[src/rtl/gfx_fb_write_arb.sv]
// ---------------------------------------------------------------------------
// gfx_fb_write_arb
//
// Multi-channel pixel write front end for the frame buffer. NUM_CH gfx
// producers offer (x, y, color) pixels; a round-robin arbiter accepts one at
// a time. Each accepted pixel is clipped against the frame buffer bounds,
// turned into a linear address and issued as a single AXI write (aw/w/b).
// Only one AXI transaction is ever outstanding, so writes land in accept order.
//
// Ports
//   axi_clk, axi_resetn      single clock, asynchronous active-low reset
//   gfx_x/gfx_y/gfx_color    per-channel pixel, channel i at [i*W +: W]
//   gfx_valid / gfx_ready    per-channel handshake (ready is one-hot or zero)
//   axi_aw* / axi_w* / axi_b* AXI write channels towards the SRAM controller
//   busy                     high whenever the FSM is not IDLE
//   dropped_count            saturating count of clipped pixels
//   wr_err                   sticky: some write response was not OKAY
// ---------------------------------------------------------------------------
module gfx_fb_write_arb #(
    parameter int NUM_CH         = 2,
    parameter int FB_WIDTH       = 640,
    parameter int FB_HEIGHT      = 480,
    parameter int FB_BASE        = 0,
    parameter int PIXEL_BITS     = 12,
    parameter int AXI_ADDR_WIDTH = 20,
    parameter int AXI_DATA_WIDTH = 16,
    localparam int X_BITS        = $clog2(FB_WIDTH),
    localparam int Y_BITS        = $clog2(FB_HEIGHT),
    localparam int CH_BITS       = (NUM_CH > 1) ? $clog2(NUM_CH) : 1,
    localparam int STRB_BITS     = (AXI_DATA_WIDTH + 7) / 8
) (
    input  logic                           axi_clk,
    input  logic                           axi_resetn,
    input  logic [NUM_CH*X_BITS-1:0]       gfx_x,
    input  logic [NUM_CH*Y_BITS-1:0]       gfx_y,
    input  logic [NUM_CH*PIXEL_BITS-1:0]   gfx_color,
    input  logic [NUM_CH-1:0]              gfx_valid,
    output logic [NUM_CH-1:0]              gfx_ready,
    output logic [AXI_ADDR_WIDTH-1:0]      axi_awaddr,
    output logic                           axi_awvalid,
    input  logic                           axi_awready,
    output logic [AXI_DATA_WIDTH-1:0]      axi_wdata,
    output logic [STRB_BITS-1:0]           axi_wstrb,
    output logic                           axi_wvalid,
    input  logic                           axi_wready,
    input  logic                           axi_bvalid,
    output logic                           axi_bready,
    input  logic [1:0]                     axi_bresp,
    output logic                           busy,
    output logic [15:0]                    dropped_count,
    output logic                           wr_err
);

    typedef enum logic [1:0] {
        IDLE  = 2'd0,
        CALC  = 2'd1,
        WRITE = 2'd2,
        RESP  = 2'd3
    } state_t;

    state_t                      r_state;
    state_t                      w_next_state;

    logic [CH_BITS-1:0]          r_rr_ptr;
    logic [X_BITS-1:0]           r_x;
    logic [Y_BITS-1:0]           r_y;
    logic [PIXEL_BITS-1:0]       r_color;
    logic [AXI_ADDR_WIDTH-1:0]   r_awaddr;
    logic [AXI_DATA_WIDTH-1:0]   r_wdata;
    logic                        r_awvalid;
    logic                        r_wvalid;
    logic [15:0]                 r_dropped_count;
    logic                        r_wr_err;

    logic [X_BITS-1:0]           w_x_arr     [NUM_CH];
    logic [Y_BITS-1:0]           w_y_arr     [NUM_CH];
    logic [PIXEL_BITS-1:0]       w_color_arr [NUM_CH];
    logic [CH_BITS:0]            w_pick;
    logic                        w_grant_found;
    logic [CH_BITS-1:0]          w_grant;
    logic                        w_clip;
    logic                        w_aw_done;
    logic                        w_w_done;

    // Unpack the per-channel buses so the grant can select a whole pixel.
    for (genvar g = 0; g < NUM_CH; g++) begin : g_unpack
        assign w_x_arr[g]     = gfx_x[g*X_BITS +: X_BITS];
        assign w_y_arr[g]     = gfx_y[g*Y_BITS +: Y_BITS];
        assign w_color_arr[g] = gfx_color[g*PIXEL_BITS +: PIXEL_BITS];
    end

    // Round-robin search starting at ptr. Result MSB = found, low bits = channel.
    function automatic logic [CH_BITS:0] rr_pick(input logic [NUM_CH-1:0] valid,
                                                 input logic [CH_BITS-1:0] ptr);
        logic [CH_BITS:0] res;
        int               idx;
        res = '0;
        for (int i = 0; i < NUM_CH; i++) begin
            idx = int'(ptr) + i;
            if (idx >= NUM_CH) idx = idx - NUM_CH;
            if (!res[CH_BITS] && valid[CH_BITS'(idx)]) res = {1'b1, CH_BITS'(idx)};
        end
        return res;
    endfunction

    assign w_pick        = rr_pick(gfx_valid, r_rr_ptr);
    assign w_grant_found = w_pick[CH_BITS];
    assign w_grant       = w_pick[CH_BITS-1:0];

    assign w_clip    = (32'(r_x) >= 32'(FB_WIDTH)) || (32'(r_y) >= 32'(FB_HEIGHT));
    // A channel counts as done once its valid has dropped or is handshaking now.
    assign w_aw_done = !r_awvalid || axi_awready;
    assign w_w_done  = !r_wvalid  || axi_wready;

    always_ff @(posedge axi_clk or negedge axi_resetn) begin
        if (!axi_resetn) r_state <= IDLE;
        else             r_state <= w_next_state;
    end

    // NOTE: every signal written here gets a default first, so no path through
    // the case can leave one unassigned and infer a latch.
    always_comb begin
        w_next_state = r_state;
        gfx_ready    = '0;
        axi_bready   = 1'b0;
        busy         = (r_state != IDLE);
        unique case (r_state)
            IDLE: begin
                // Ready is also gated by reset: the FSM sits in IDLE during
                // reset, but nothing may be accepted then.
                if (w_grant_found && axi_resetn) gfx_ready[w_grant] = 1'b1;
                if (w_grant_found)               w_next_state = CALC;
            end
            CALC:  w_next_state = w_clip ? IDLE : WRITE;
            WRITE: if (w_aw_done && w_w_done) w_next_state = RESP;
            RESP: begin
                axi_bready = 1'b1;
                if (axi_bvalid) w_next_state = IDLE;
            end
            default: w_next_state = IDLE;
        endcase
    end

    // NOTE: sequential state uses non-blocking assignments so every register
    // samples pre-edge values regardless of statement order.
    always_ff @(posedge axi_clk or negedge axi_resetn) begin
        if (!axi_resetn) begin
            r_rr_ptr        <= '0;
            r_x             <= '0;
            r_y             <= '0;
            r_color         <= '0;
            r_awaddr        <= '0;
            r_wdata         <= '0;
            r_awvalid       <= 1'b0;
            r_wvalid        <= 1'b0;
            r_dropped_count <= '0;
            r_wr_err        <= 1'b0;
        end else begin
            unique case (r_state)
                IDLE: begin
                    if (w_grant_found) begin
                        r_x      <= w_x_arr[w_grant];
                        r_y      <= w_y_arr[w_grant];
                        r_color  <= w_color_arr[w_grant];
                        r_rr_ptr <= (w_grant == CH_BITS'(NUM_CH - 1)) ? '0 : w_grant + 1'b1;
                    end
                end
                CALC: begin
                    if (w_clip) begin
                        if (r_dropped_count != 16'hFFFF) r_dropped_count <= r_dropped_count + 16'd1;
                    end else begin
                        // Full-precision linear address, truncated to the bus.
                        r_awaddr  <= AXI_ADDR_WIDTH'(64'(FB_BASE) + 64'(r_y) * 64'(FB_WIDTH) + 64'(r_x));
                        r_wdata   <= AXI_DATA_WIDTH'(r_color);
                        r_awvalid <= 1'b1;
                        r_wvalid  <= 1'b1;
                    end
                end
                WRITE: begin
                    if (axi_awready) r_awvalid <= 1'b0;
                    if (axi_wready)  r_wvalid  <= 1'b0;
                end
                RESP: begin
                    if (axi_bvalid && (axi_bresp != 2'b00)) r_wr_err <= 1'b1;
                end
                default: ;
            endcase
        end
    end

    assign axi_awaddr    = r_awaddr;
    assign axi_awvalid   = r_awvalid;
    assign axi_wdata     = r_wdata;
    assign axi_wvalid    = r_wvalid;
    // Full-pixel writes only, so the strobe never changes.
    assign axi_wstrb     = '1;
    assign dropped_count = r_dropped_count;
    assign wr_err        = r_wr_err;

endmodule

[config.mk]
export PLATFORM = sky130hd
export DESIGN_NAME = gfx_fb_write_arb
export DESIGN_NICKNAME = d
export VERILOG_FILES = /design/src/rtl/gfx_fb_write_arb.sv
export SDC_FILE = /design/constraint.sdc
export NUM_CORES = 1
export LEC_CHECK = 0
export ABC_AREA = 1
export ABC_CLOCK_PERIOD_IN_PS = 4300
export CORE_MARGIN = 2
export CORE_UTILIZATION = 25
export CTS_BUF_LIST = sky130_fd_sc_hd__clkbuf_2
export CTS_CLUSTER_SIZE = 8
export DETAILED_ROUTE_END_ITERATION = 8
export GPL_TIMING_DRIVEN = 0
export SLEW_MARGIN = 5
export SYNTH_ARGS = -nofsm -noshare
export SYNTH_HDL_FRONTEND = slang
export SYNTH_SLANG_ARGS = --single-unit
export TNS_END_PERCENT = 20
[constraint.sdc]
create_clock -name axi_clk -period 4.3 [get_ports axi_clk]
set_input_delay 1.075 -clock axi_clk [delete_from_list [all_inputs] [get_ports axi_clk]]
set_output_delay 1.075 -clock axi_clk [all_outputs]
set_load 0.03 [all_outputs]
==> results.md <==
* Critical Path RT at 3220 ps
* Yosys top cell area share at 46.6%
* Vias in the first global route at 4,044
* Clk_lat worst skew at 580 ps
* Clock sinks at 85
* H-tree depth at 3
* Final min period at 3920 ps
* CTS tree: done
* Initial DRC count at 166
* Clk buf depth at 2
* Cells after Synth at 562
* Reg-to-reg startpoint: r_y[1]$_DFFE_PN0P_
* NetSw at 1.93 mW
* Antenna Violating Nets Remaining at 0
* Flop pwr share at 31.8%
* Clk pwr share at 11.8%
* Hold Fails Final Rpt at 0
* Critical path endpoint category: output port
* Register area share after synthesis at 46.6%
* Die Y-Extent at 139 um
* Startpoint Class: flip-flop
* Gpl congestion at 0.809
* Core region area at 0.0180 mm^2
* Final Setup Violations at 0
* Post-synth EDFFs at 0
* Cts repair resizes at 0
* Setup Crit Path Kind: reg -> out
* Clk slew on worst S/H paths at 250 ps
* Register area at 0.00213 mm^2
* Io pins at 132
* Final HPWL from detailed placement at 10.0 mm
* Hold_ws at 401 ps
* DR vias at 4,164
* Netlist cell types at 38
* Leading area contributor after synthesis: dfrtp_1
* Area Growth Syn to Fin at 37.1%
* Die ar. at 0.0194 mm^2
* PortBufs at 123
* Slew HR at 63.3%
* Critical path data arrival time at 2850 ps
* Area of the multi-input gates at 0.00207 mm^2
* Die span in x at 139 um
* Largest cells by area after synthesis: dfrtp_1 (47%), nand2_1 (11%), o21ai_0 (7.5%)
* Commonest cells post-synth: nand2_1 (136), dfrtp_1 (85), o21ai_0 (68)
* Post-route clock period utilization at 91.2%
* Clock Skews at 23.9 ps
* DRT Wirelength at 13.0 mm
* Postcts setup bufs at 0
* Pin count of the biggest net entering global routing at 54
* Syn Area/Cell at 8.13 um^2
* Tot Pwr at 4.08 mW
* FF-to-FF setup slack at 1800 ps
* CTS buffer count at 9
* Worst slew pin tran at 551 ps
* Starting density of the core at 25.4%
* Worst hold path class: in -> async
* Synth warn at 0
* Fillers at 1,929
* Nets@finish at 792
* Most common cell in the netlist: nand2_1
* DRT Pass-1 Iters at 4
* Net Sw Frac at 47.3%
* Row count at 49
* Initial antenna violation count at 0
* Aggregate global-route resource usage at 13.8%
* Worst R2R End: axi_awaddr[16]$_DFFE_PN0P_
* Root Buffer: clkbuf_2
* Unrepaired setup endpoints after global routing: no
* Combinational share of power at 56.4%
* Critical-path maximum fanout at 10
* FF-to-FF path depth at 12
* Max-cap violations at 0
* Yosys reg bits at 85
* Pwr dens at 652 mW/mm^2
* Fin Setup TNS at 0 ps
* Internal Power at 2.15 mW
* Layout cells sized above 1 at 7.22%
* Achievable Freq at 0.255 GHz
* Synth Cell Area at 0.00457 mm^2
* # DRC at 0
* Peak supply drop at 0.264 mV
* First-pass GRT wire length at 21.2 mm
* Vias per cell at 4.45
* Main synth FF type: dfrtp_1
* Status: finished, final reports clean
* Slew Viols, Final at 0
* Leak Pwr at 2.86 nW
* Hold buffer count at cts at 0
* Wirelength per Cell at 13.9 um
* GRT overflow at 0
* Synth async-reset ratio at 100%
[sequential cells by signal, summed over array words and instances (netlist names), named ones only]
| signal | flops |
|---|---|
| r_rr_ptr | 1 |
| r_x | 10 |
| r_color | 12 |
| axi_awvalid | 1 |
| wr_err | 1 |
| axi_wvalid | 1 |
| axi_wdata | 12 |
| r_state | 1 |
| axi_awaddr | 20 |
| r_y | 9 |
| dropped_count | 16 |
[worst max-delay path by stage]
| stage | from | end | slack, ps | cells after the start |
|---|---|---|---|---|
| 2_1_floorplan | gfx_valid[0] | gfx_ready[0] | 920 | 4 |
| 4_1_cts | flip-flop | gfx_ready[0] | 300 | 5 |
| 3_5_place_dp | gfx_valid[0] | gfx_ready[0] | 450 | 5 |
| 6_report | flip-flop | gfx_ready[0] | 380 | 5 |
| 3_3_place_gp | axi_resetn | gfx_ready[1] | -2540 | 4 |
| 5_1_grt | flip-flop | gfx_ready[0] | 200 | 5 |
[routing by layer]
layer	GRT usage, %	wire length (um)
met5	0	0
met2	21.5	5910
met1	18.5	6190
met3	3.45	647
met4	5.05	272
[cells in the final DEF (no fill, tap or decap), types with 2 or more instances in the layout]
cell,instances
clkinv_2,2
clkbuf_2,9
nand3_1,27
xnor2_1,4
o21ai_1,4
bufinv_16,2
nor2_2,3
clkinv_1,2
conb_1,6
nand4_1,3
dfrtp_1,85
o21ai_2,5
nor2_1,27
nor3_1,2
a21oi_1,39
clkdlybuf4s50_1,122
inv_1,58
buf_4,7
buf_2,9
o21ai_0,68
nand2_2,3
o22ai_1,20
ha_1,18
nand2_1,136
clkbuf_1,14
fa_1,2
xor2_1,11
[worst max-delay path, cell delays in order, from the launching register on]
cell and delay, ps:
dfrtp_1 490, nor2_1 340, nand2_1 230, clkbuf_1 310
nor3_1 210, clkdlybuf4s50_1 700
[cells by family (layout without fill, tap and decap cells)]
kind of cell,count (synthesis),after routing,share of synthesized area (%)
DFF,85,85,46.6
AOI/OAI and AO/OA,140,140,16.6
other,2,7,0.164
xor gates and xnor gates,15,15,2.88
buffers and inverters,91,231,8.44
adders and majority gates,20,20,5.81
and+or+nand+nor,209,209,19.6
[final cells by class]
cell class	instances	share of cell area, %
Sequential cell	85	34.0
Timing Repair Buffer	124	20.1
Inverter	61	3.70
Multi-Input combinational cell	390	33.0
Clock inverter	7	1.44
Buffer	30	2.46
Antenna cell	1	0.0400
Tap cell	229	4.58
Clock buffer	9	0.719
[metrics by stage]
| stage | instances | area [um^2] | util, % | setup WS, ps |
|---|---|---|---|---|
| 2_1_floorplan | 566 | 4580 | - | 919 |
| 3_3_place_gp | 918 | 6100 | 34.0 | -2540 |
| 3_5_place_dp | 919 | 6120 | 34.1 | 450 |
| 4_1_cts | 935 | 6260 | 34.8 | 304 |
| 5_1_grt | 935 | 6260 | 34.8 | 204 |
| 6_report | 936 | 6260 | 34.9 | 378 |
[power groups by stage]
| stage | Combinational (mW) | Clock, mW | Sequential (mW) |
|---|---|---|---|
| after floorplan | 1.23 | 0 | 1.57 |
| after global placement | 2.30 | 0 | 1.31 |
| after detailed placement | 2.33 | 0 | 1.32 |
| after CTS | 2.33 | 0.509 | 1.30 |
| after global routing | 2.59 | 0.539 | 1.34 |
| final | 2.30 | 0.482 | 1.30 |
(Power assumes the default switching activity.)
